===== config.mk =====
export PLATFORM = sky130hd
export DESIGN_NAME = fifo_stream_reader
export DESIGN_NICKNAME = d
export VERILOG_FILES = /design/src/rtl/fifo_stream_reader.sv
export SDC_FILE = /design/constraint.sdc
export NUM_CORES = 1
export LEC_CHECK = 0
export BUFFER_PORTS_ARGS = -buffer_cell sky130_fd_sc_hd__clkbuf_2
export CAP_MARGIN = 20
export CORE_MARGIN = 2
export CORE_UTILIZATION = 32
export CTS_CLUSTER_SIZE = 40
export DETAILED_ROUTE_END_ITERATION = 7
export GPL_ROUTABILITY_DRIVEN = 1
export PLACE_DENSITY = 0.57
export REMOVE_ABC_BUFFERS = 1
export SLEW_MARGIN = 20
export SYNTH_ARGS = -nofsm -noshare
export SYNTH_HDL_FRONTEND = slang
export SYNTH_SLANG_ARGS = --single-unit

===== constraint.sdc =====
create_clock -name clk -period 1.8 [get_ports clk]
set_clock_uncertainty 0.05 [all_clocks]
set_input_delay 0.27 -clock clk [delete_from_list [all_inputs] [get_ports clk]]
set_output_delay 0.27 -clock clk [all_outputs]
set_load 0.02 [all_outputs]

===== src/rtl/fifo_stream_reader.sv =====
// Read-side controller: drains a synchronous FIFO into a valid/ready stream via a 2-entry skid buffer.
// Optional FIFO_RD_CNT_EN compiles in the rd_count port and its 16-bit delivered-word counter.
module fifo_stream_reader #(
    parameter int unsigned DATA_W = 8
) (
    input  logic              clk,
    input  logic              reset,
    input  logic              fifo_empty,
    input  logic [DATA_W-1:0] fifo_data,
    output logic              fifo_r_en,
    input  logic              flush,
    output logic              m_valid,
    input  logic              m_ready,
    output logic [DATA_W-1:0] m_data
`ifdef FIFO_RD_CNT_EN
    ,
    output logic [15:0]       rd_count
`endif
);

    typedef enum logic [1:0] {
        StEmpty = 2'd0,
        StOne   = 2'd1,
        StFull  = 2'd2
    } occ_e;

    occ_e              occ_q, occ_d;
    logic              inflight_q, inflight_d;
    logic [DATA_W-1:0] buf_q [2];
    logic [DATA_W-1:0] buf_d [2];
    logic              wr_ptr_q, wr_ptr_d;
    logic              rd_ptr_q, rd_ptr_d;

    logic       pop;
    logic       push;
    logic [1:0] occ_cnt;
    logic [1:0] level;

    assign m_valid = (occ_q != StEmpty);
    assign m_data  = buf_q[rd_ptr_q];
    assign pop     = m_valid & m_ready;
    // A word landing during a flush is discarded, so it is not a push.
    assign push    = inflight_q & ~flush;

    assign occ_cnt = occ_q;
    // Slots committed after this edge; never exceeds 3 since occ + inflight <= 2.
    assign level   = occ_cnt + {1'b0, inflight_q} - {1'b0, pop};

    assign fifo_r_en = ~reset & ~flush & ~fifo_empty & (level < 2'd2);

    always_comb begin
        occ_d      = occ_q;
        inflight_d = fifo_r_en;
        buf_d      = buf_q;
        wr_ptr_d   = wr_ptr_q;
        rd_ptr_d   = rd_ptr_q;

        if (push) begin
            buf_d[wr_ptr_q] = fifo_data;
            wr_ptr_d        = ~wr_ptr_q;
        end
        if (pop) begin
            rd_ptr_d = ~rd_ptr_q;
        end

        if (flush) begin
            occ_d    = StEmpty;
            wr_ptr_d = 1'b0;
            rd_ptr_d = 1'b0;
        end else if (push && !pop) begin
            case (occ_q)
                StEmpty: occ_d = StOne;
                StOne:   occ_d = StFull;
                default: occ_d = StFull;
            endcase
        end else if (pop && !push) begin
            case (occ_q)
                StFull:  occ_d = StOne;
                StOne:   occ_d = StEmpty;
                default: occ_d = StEmpty;
            endcase
        end
    end

    always_ff @(posedge clk or posedge reset) begin
        if (reset) begin
            occ_q      <= StEmpty;
            inflight_q <= 1'b0;
            buf_q[0]   <= '0;
            buf_q[1]   <= '0;
            wr_ptr_q   <= 1'b0;
            rd_ptr_q   <= 1'b0;
        end else begin
            occ_q      <= occ_d;
            inflight_q <= inflight_d;
            buf_q      <= buf_d;
            wr_ptr_q   <= wr_ptr_d;
            rd_ptr_q   <= rd_ptr_d;
        end
    end

`ifdef FIFO_RD_CNT_EN
    logic [15:0] cnt_q, cnt_d;

    // Pops are counted even in a flush cycle; the word was already handed off.
    always_comb begin
        cnt_d = cnt_q;
        if (pop) begin
            cnt_d = cnt_q + 16'd1;
        end
    end

    always_ff @(posedge clk or posedge reset) begin
        if (reset) begin
            cnt_q <= 16'd0;
        end else begin
            cnt_q <= cnt_d;
        end
    end

    assign rd_count = cnt_q;
`endif

endmodule

# Word level (Yosys, flattened, before mapping)
# Index checks and enable logic that the tools add are counted.
[totals]
regBits = 21
input_bits = 13
wordCells = 50
[classes]
add_sub_neg = 2
magnitude_cmp = 4
n_eq_ne = 1
n_mux = 15
bitwise = 12
n_reduce_logical = 10
[op_table]
columns = ["operator", "n"]
rows = [
  ["$mux 8", 4],
  ["$bwmux 16", 1],
  ["$demux 8 s1", 1],
  ["$mux 2", 4],
  ["$reduce_bool 2->1", 3],
  ["$and 1x1->1", 5],
  ["$mux 1", 5],
  ["$not 1->1", 5],
  ["$ge 2x2->1 const B", 2],
  ["$not 1->2", 2],
  ["$logic_and 1x1->1", 3],
  ["$reduce_bool 3->1", 1],
  ["$add 2x1->2", 1],
  ["$eq 2x2->1 const B", 1],
  ["$logic_not 1->1", 2],
  ["$logic_not 2->1", 1],
  ["$lt 2x1->1 const B", 1],
  ["$lt 2x2->1 const B", 1],
  ["$sub 2x1->2", 1],
]

# Longest topological paths before layout
# Gate-level depths: netlist of run 1.
[logic_depth]
depth_word = 7
depth_mapped = 4

# Worst setup path after synthesis of run 1
# OpenSTA, ideal clock, no wires.
[synth_path]
path_kind = "register to output"
from = "register inflight_q"
to = "output fifo_r_en"
arrival_ps = 1049
slack_ps = 431
path_stages_with_launch = 5
path_cell_list = "dfrtp_1 -> buf_6 -> nand2b_1 -> a21oi_1 -> o31a_1"
[synth_between]
elab_chain_len = 4
[synth_lines]
columns = ["item", "line_no", "rtl"]
rows = [
  ["start: declaration", "28", "logic inflight_q, inflight_d;"],
  ["start signal: assignment", "95", "inflight_q <= inflight_d;"],
  ["$add 2x1->2", "47", "assign level = occ_cnt + {1'b0, inflight_q} - {1'b0, pop};"],
  ["$sub 2x1->2", "47", ""],
  ["$lt 2x2->1", "49", "assign fifo_r_en = ~reset & ~flush & ~fifo_empty & (level < 2'd2);"],
  ["$and 1x1->1", "49", ""],
  ["end: declaration", "10", "output logic fifo_r_en,"],
]
# No other way between the ends.

# Worst setup path after layout of run 1
[layout_path]
from = "register occ_q[0], in the netlist occ_cnt[0]"
to = "output fifo_r_en"
[layout_between]
elab_chain_len = 5
[layout_lines]
columns = ["item", "line_no", "rtl"]
rows = [
  ["start: declaration", "27", "occ_e occ_q, occ_d;"],
  ["start signal: assignment", "87", "occ_q <= StEmpty;"],
  ["branches (longest 2 deep; another with $add 2x1->2)", "-", ""],
  ["$sub 2x1->2 (*)", "47", ""],
  ["$lt 2x2->1 (*)", "49", ""],
  ["$and 1x1->1 (*)", "49", ""],
]
# Mark *: on every way between the ends.

==> results of run 1 <==
==> per-stage QoR <==
| step | utilization, % | setup slack, ns |
|---|---|---|
| 2_1_floorplan | - | 0.4240 |
| 3_3_place_gp | 37.44 | 0.2565 |
| 3_5_place_dp | 37.44 | 0.2189 |
| 4_1_cts | 39.29 | 0.04203 |
| 5_1_grt | 39.83 | 0.005263 |
| 6_report | 39.83 | 0.07883 |
==> final timing paths <==
| kind | end | depth (start not counted) |
|---|---|---|
| max | fifo_r_en | 3 |
| min | buf_q[10]$_DFFE_PP0P_ | 2 |
| max reg2reg | buf_q[11]$_DFFE_PP0P_ | 3 |
| min reg2reg | buf_q[4]$_DFFE_PP0P_ | 1 |
| max in group asynchronous | rd_ptr_q$_DFFE_PP0P_ | 4 |
| min in group asynchronous | buf_q[11]$_DFFE_PP0P_ | 4 |
==> flip-flops by register name (all words and copies together) (netlist names) <==
signal,flops
buf_q,16
inflight_q,1
wr_ptr_q,1
rd_ptr_q,1
occ_cnt,2
==> routing by layer <==
metal | vias to the layer above | share of wire, % | routed length (microns)
met4 | 0 | 0 | 0
met5 | - | 0 | 0
met2 | 19 | 52 | 948
met1 | 325 | 42 | 761
met3 | 0 | 6.1 | 112
li1 | 309 | - | -
==> kinds of logic after synthesis <==
kind of cell,share of synthesized area (%)
AND/OR/NAND/NOR,7.426
flip-flops,53.78
XOR/XNOR,1.793
multiplexers,27.66
AO/OA/AOI/OAI,5.634
buffers and inverters,3.712
==> power breakdown <==
part | total [mW] | leakage [nW] | switching (mW) | internal, mW
combinational | 0.289 | 0.287 | 0.143 | 0.147
sequential | 0.588 | 0.267 | 0.0398 | 0.548
clock | 0.226 | 0.0177 | 0.143 | 0.0829
total | 1.10 | 0.572 | 0.326 | 0.778
==> synth_stat cells <==
master	n
buf_2	1
o31a_1	1
inv_1	4
o32a_1	1
nor3_1	1
nand3b_2	1
clkbuf_2	1
nand2b_1	1
xor2_1	1
a21oi_1	3
mux2_2	24
nand2_1	1
a2bb2oi_1	1
xnor2_1	1
a22oi_1	1
nor2_1	5
dfrtp_1	21
o21ai_0	1
nor3b_4	1
and4_1	1
buf_6	1
==> final cells by class <==
type	instances	share of cell area [%]
clock buffers	3	1.899
clock inverters	1	0.4219
inverters	4	1.266
multi-input cells	45	36.08
flip-flops and latches	21	44.62
well taps	33	3.481
repair buffers	26	12.24
==> repair_timing <==
item	in CTS	in global routing
hold buffers	1	0
setup endpoints to repair	4	1
buffers inserted	2	0
resized for setup	2	5
hold endpoints to repair	21	0
pin swaps	0	0
==> worst max-delay path, stage by stage, from the launching register on <==
cell and delay (ns):
dfrtp_2 0.46, and4_1 0.19, o31a_1 0.29, buf_4 0.16
==> flow_metrics.tcl, run 1 <==
set metrics [dict create \
    place_area_sq_mm 0.001115 \
    viasPerCell 4.910 \
    cts_buffers 3 \
    root_buffer "clkbuf_4" \
    design_area_sq_mm 0.001186 \
    power_mw 1.103 \
    synth.top_cell.area_share_pct 53.78 \
    cts_max_level 1 \
    ant_nets 0 \
    gp_congestion 0.6878 \
    fin_crit_sh_pct 95.62 \
    drv_cap 0 \
    hold_path_class "in -> reg" \
    clk_latency_ns 0.30 \
    layout.cells.non_filler 133 \
    yosys.cell_types.count 21 \
    p_leak_nw 0.5718 \
    met3_usage_pct 4.585 \
    rsz0062_at_grt "no" \
    slew_violations 0 \
    synth_area_leaders "dfrtp_1, mux2_2, nor2_1" \
    met1_usage_pct 11.93 \
    worstPathArrival_ns 1.40 \
    dp_hpwl_microns 1255 \
    p_per_area_mw_per_mm2 930.3 \
    synthCells 73 \
    busiest_layer "met2" \
    synth_warnings 0 \
    irDropWorstVdd_mv 0.3704 \
    hold_viol 0 \
    multi_input_area_sq_um 427.9 \
    nets 114 \
    synth_top_area_cell "dfrtp_1" \
    die_x_microns 59.26 \
    status "complete, no violations" \
    first_global_vias 657 \
    finalSetupTns_ns 0 \
    setup_violations 0 \
    mostFrequentLayoutCell "mux2_2" \
    netlist_area_sq_um 977.2 \
    slew_headroom_pct 67.68 \
    crit_type "reg -> out" \
    wire_per_inst_microns 13.70 \
    ys_ff_latch 21 \
    clockBufferDepth 2 \
    crit_path_max_fanout 7 \
    grt_pass1_wl_microns 2932 \
    diodes 0 \
    dp.cells 126 \
    drt-initial-drc-count 13 \
    fin_crit_ns 1.721 \
    gr-total-overflow 0 \
    ios 23 \
    syn2layout_area_growth_pct 21.38 \
    r2r_start "inflight_q$_DFF_PP0_" \
    antenna_found_initial 0 \
    hold_start "fifo_data[2]" \
    grt_max_degree 22 \
    routed_wl_microns 1822 \
    portBuffers 22 \
    seq_area_sq_um 529.3 \
    grt_util_all_layers_pct 11.34 \
    critPathRequiredTime_ns 1.48 \
    drc 0 \
    syn_area_per_cell_sq_um 13.39 \
    die_h_microns 59.26 \
    core.rowCount 20 \
    critPathLaunch "occ_cnt[0]$_DFFE_PP0P_" \
    die_area_sq_mm 0.003512 \
    final_cell_mix "mux2_2, clkbuf_2, dfrtp_1" \
    gr-usage-met2_pct 21.66 \
    worst_setup_path_start_kind "register" \
    yosysSeqAreaShare_pct 53.78 \
    n_fill_cell 301 \
    cp-end-kind "primary output" \
    vias 653 \
    max_freq_mhz 581.0 \
    coreArea_sq_mm 0.002978 \
    drive_above_1_share_pct 60.00 \
    cts_tree "yes" \
    worstMarginPinSlew_ns 0.4843 \
    clk_pin_slew_worst_paths_ns 0.12 \
    r2r_setup_slack_ns 0.26 \
    drt-pass1-iter-count 3 \
    cts_num_sinks 21 \
    initial_utilization_pct 32.82 \
    whs_ns 0.1502 \
]
(Power assumes the default switching activity.)
==> run 2: changes to the inputs <==
==> constraint.sdc (replaced) <==
create_clock -name clk -period 1.9 [get_ports clk]
set_clock_uncertainty 0.05 [all_clocks]
set_input_delay 0.285 -clock clk [delete_from_list [all_inputs] [get_ports clk]]
set_output_delay 0.285 -clock clk [all_outputs]
set_load 0.02 [all_outputs]
==> run 2 against run 1 <==
Sequential power fell by 5.3%. First-iteration DRC count fell by 77%. Combinational power fell by 7.3%. Hold slack improved by 0.022 ns. Flip-flop and latch count did not move. Core utilization fell by 0.59 points. Final area fell by 1.5%. Routed wire length fell by 5.3%. Critical path depth fell by 1. Critical endpoint is now m_data[5]. Largest cell class unchanged.
==> flow_metrics.tcl, run 2 (same netlist as run 1, synthesis figures left out) <==
set metrics [dict create \
    clk_pin_slew_worst_paths_ns 0.11 \
    drive_above_1_share_pct 56.00 \
    crit_type "reg -> out" \
    gp_congestion 0.6439 \
    die_h_microns 59.26 \
    worstPathArrival_ns 1.47 \
    worst_setup_path_start_kind "register" \
    max_freq_mhz 555.5 \
    root_buffer "clkbuf_4" \
    coreArea_sq_mm 0.002978 \
    cts_buffers 3 \
    fin_crit_ns 1.800 \
    drv_cap 0 \
    first_global_vias 686 \
    final_cell_mix "mux2_2, clkbuf_2, dfrtp_1" \
    rsz0062_at_grt "no" \
    nets 114 \
    viasPerCell 4.880 \
    slew_headroom_pct 68.99 \
    whs_path_depth 3 \
    cp-end-kind "primary output" \
    grt_pass1_wl_microns 2967 \
    p_per_area_mw_per_mm2 883.4 \
    antenna_found_initial 0 \
    irDropWorstVdd_mv 0.3107 \
    cts_num_sinks 21 \
    n_fill_cell 296 \
    path_delay_family "flip-flops" \
    routed_wl_microns 1726 \
    crit_path_max_fanout 9 \
    gr-total-overflow 0 \
    wire_per_inst_microns 12.98 \
    dp_hpwl_microns 1249 \
    grt_util_all_layers_pct 11.39 \
    portBuffers 22 \
    ios 23 \
    cts_max_level 1 \
    clk_latency_ns 0.30 \
    critical-path-slowest-cell "dfrtp_1" \
    drt-initial-drc-count 3 \
    diodes 0 \
    seq_area_sq_um 526.8 \
    hold_path_class "in -> reg" \
    crit_chain "mux2_2 > clkbuf_2" \
    fin_crit_sh_pct 94.74 \
    status "complete, no violations" \
    finalSetupTns_ns 0 \
    slew_violations 0 \
    slowest_delay_ns 0.62 \
    rr_worst_depth 2 \
    core.rowCount 20 \
    multi_input_area_sq_um 415.4 \
    post-place-ws_ns 0.3088 \
    setup_ws_ns 0.09987 \
    worst-path-buf-inv 1 \
    cts_tree "yes" \
    vias 649 \
    drc 0 \
    worstMarginPinSlew_ns 0.4646 \
    clockBufferDepth 2 \
    initial_utilization_pct 32.82 \
    drt-pass1-iter-count 2 \
    p_leak_nw 0.5709 \
    grt_max_degree 22 \
    critPathRequiredTime_ns 1.56 \
    die_area_sq_mm 0.003512 \
    ant_nets 0 \
    largest_reg_flops 16 \
    syn2layout_area_growth_pct 19.59 \
    die_x_microns 59.26 \
    mostFrequentLayoutCell "mux2_2" \
    hold_viol 0 \
    setup_violations 0 \
    largest_register "buf_q" \
    path_depth 2 \
]
==> run 2: worst min-delay path, stage by stage <==
cell	delay [ns]
clkbuf_2	0.07
nor3_1	0.03
o31a_1	0.10
==> run 2: stage by stage <==
stage	util (%)	cells	power, mW	hold slack [ns]	area, sq um
after floorplan	-	70	0.7481	0.2115	955.9
after global placement	37.44	126	0.8237	0.2714	1115
after detailed placement	37.44	126	0.8358	0.2774	1115
after CTS	38.74	131	1.053	0.1635	1154
after global routing	39.24	133	1.099	0.1600	1169
final	39.24	133	1.032	0.1723	1169
==> run 2: report_power, final <==
| part | total [mW] | leakage [nW] | switching (mW) | internal, mW |
|---|---|---|---|---|
| combinational | 0.268 | 0.283 | 0.131 | 0.137 |
| sequential | 0.557 | 0.270 | 0.0377 | 0.519 |
| clock | 0.207 | 0.0177 | 0.129 | 0.0784 |
| total | 1.03 | 0.571 | 0.298 | 0.734 |
==> run 2: cell type report <==
class                      instances  share of cell area [%]
clock buffer                       3                   1.927
clock inverter                     1                  0.4283
inverter                           4                   1.285
multi-input combinational         45                   35.55
sequential                        21                   45.07
tap                               33                   3.533
timing repair buffer              26                   12.21
==> run 2: what timing repair did <==
item                       CTS  global route
resized for setup            1             0
setup endpoints to repair    1             1
buffers inserted             0             2
hold endpoints to repair    21             0
hold buffers                 1             0
==> run 2: routing by layer <==
metal | global-route usage, % | wire, microns
met5 | 0 | 0
met4 | 0.9740 | 0
met3 | 3.930 | 86
met2 | 20.41 | 877
met1 | 13.59 | 762
==> run 2: worst paths after layout <==
path                                 startpoint                     to  slack (ns)
min in group asynchronous                 reset   wr_ptr_q$_DFFE_PP0P_        0.49
max reg2reg                wr_ptr_q$_DFFE_PP0P_  buf_q[15]$_DFFE_PP0P_        0.44
min                                  fifo_empty   inflight_q$_DFF_PP0_        0.17
max in group asynchronous                 reset   inflight_q$_DFF_PP0_        1.09
max                        rd_ptr_q$_DFFE_PP0P_              m_data[5]         0.1
min reg2reg                buf_q[3]$_DFFE_PP0P_   buf_q[3]$_DFFE_PP0P_        0.47
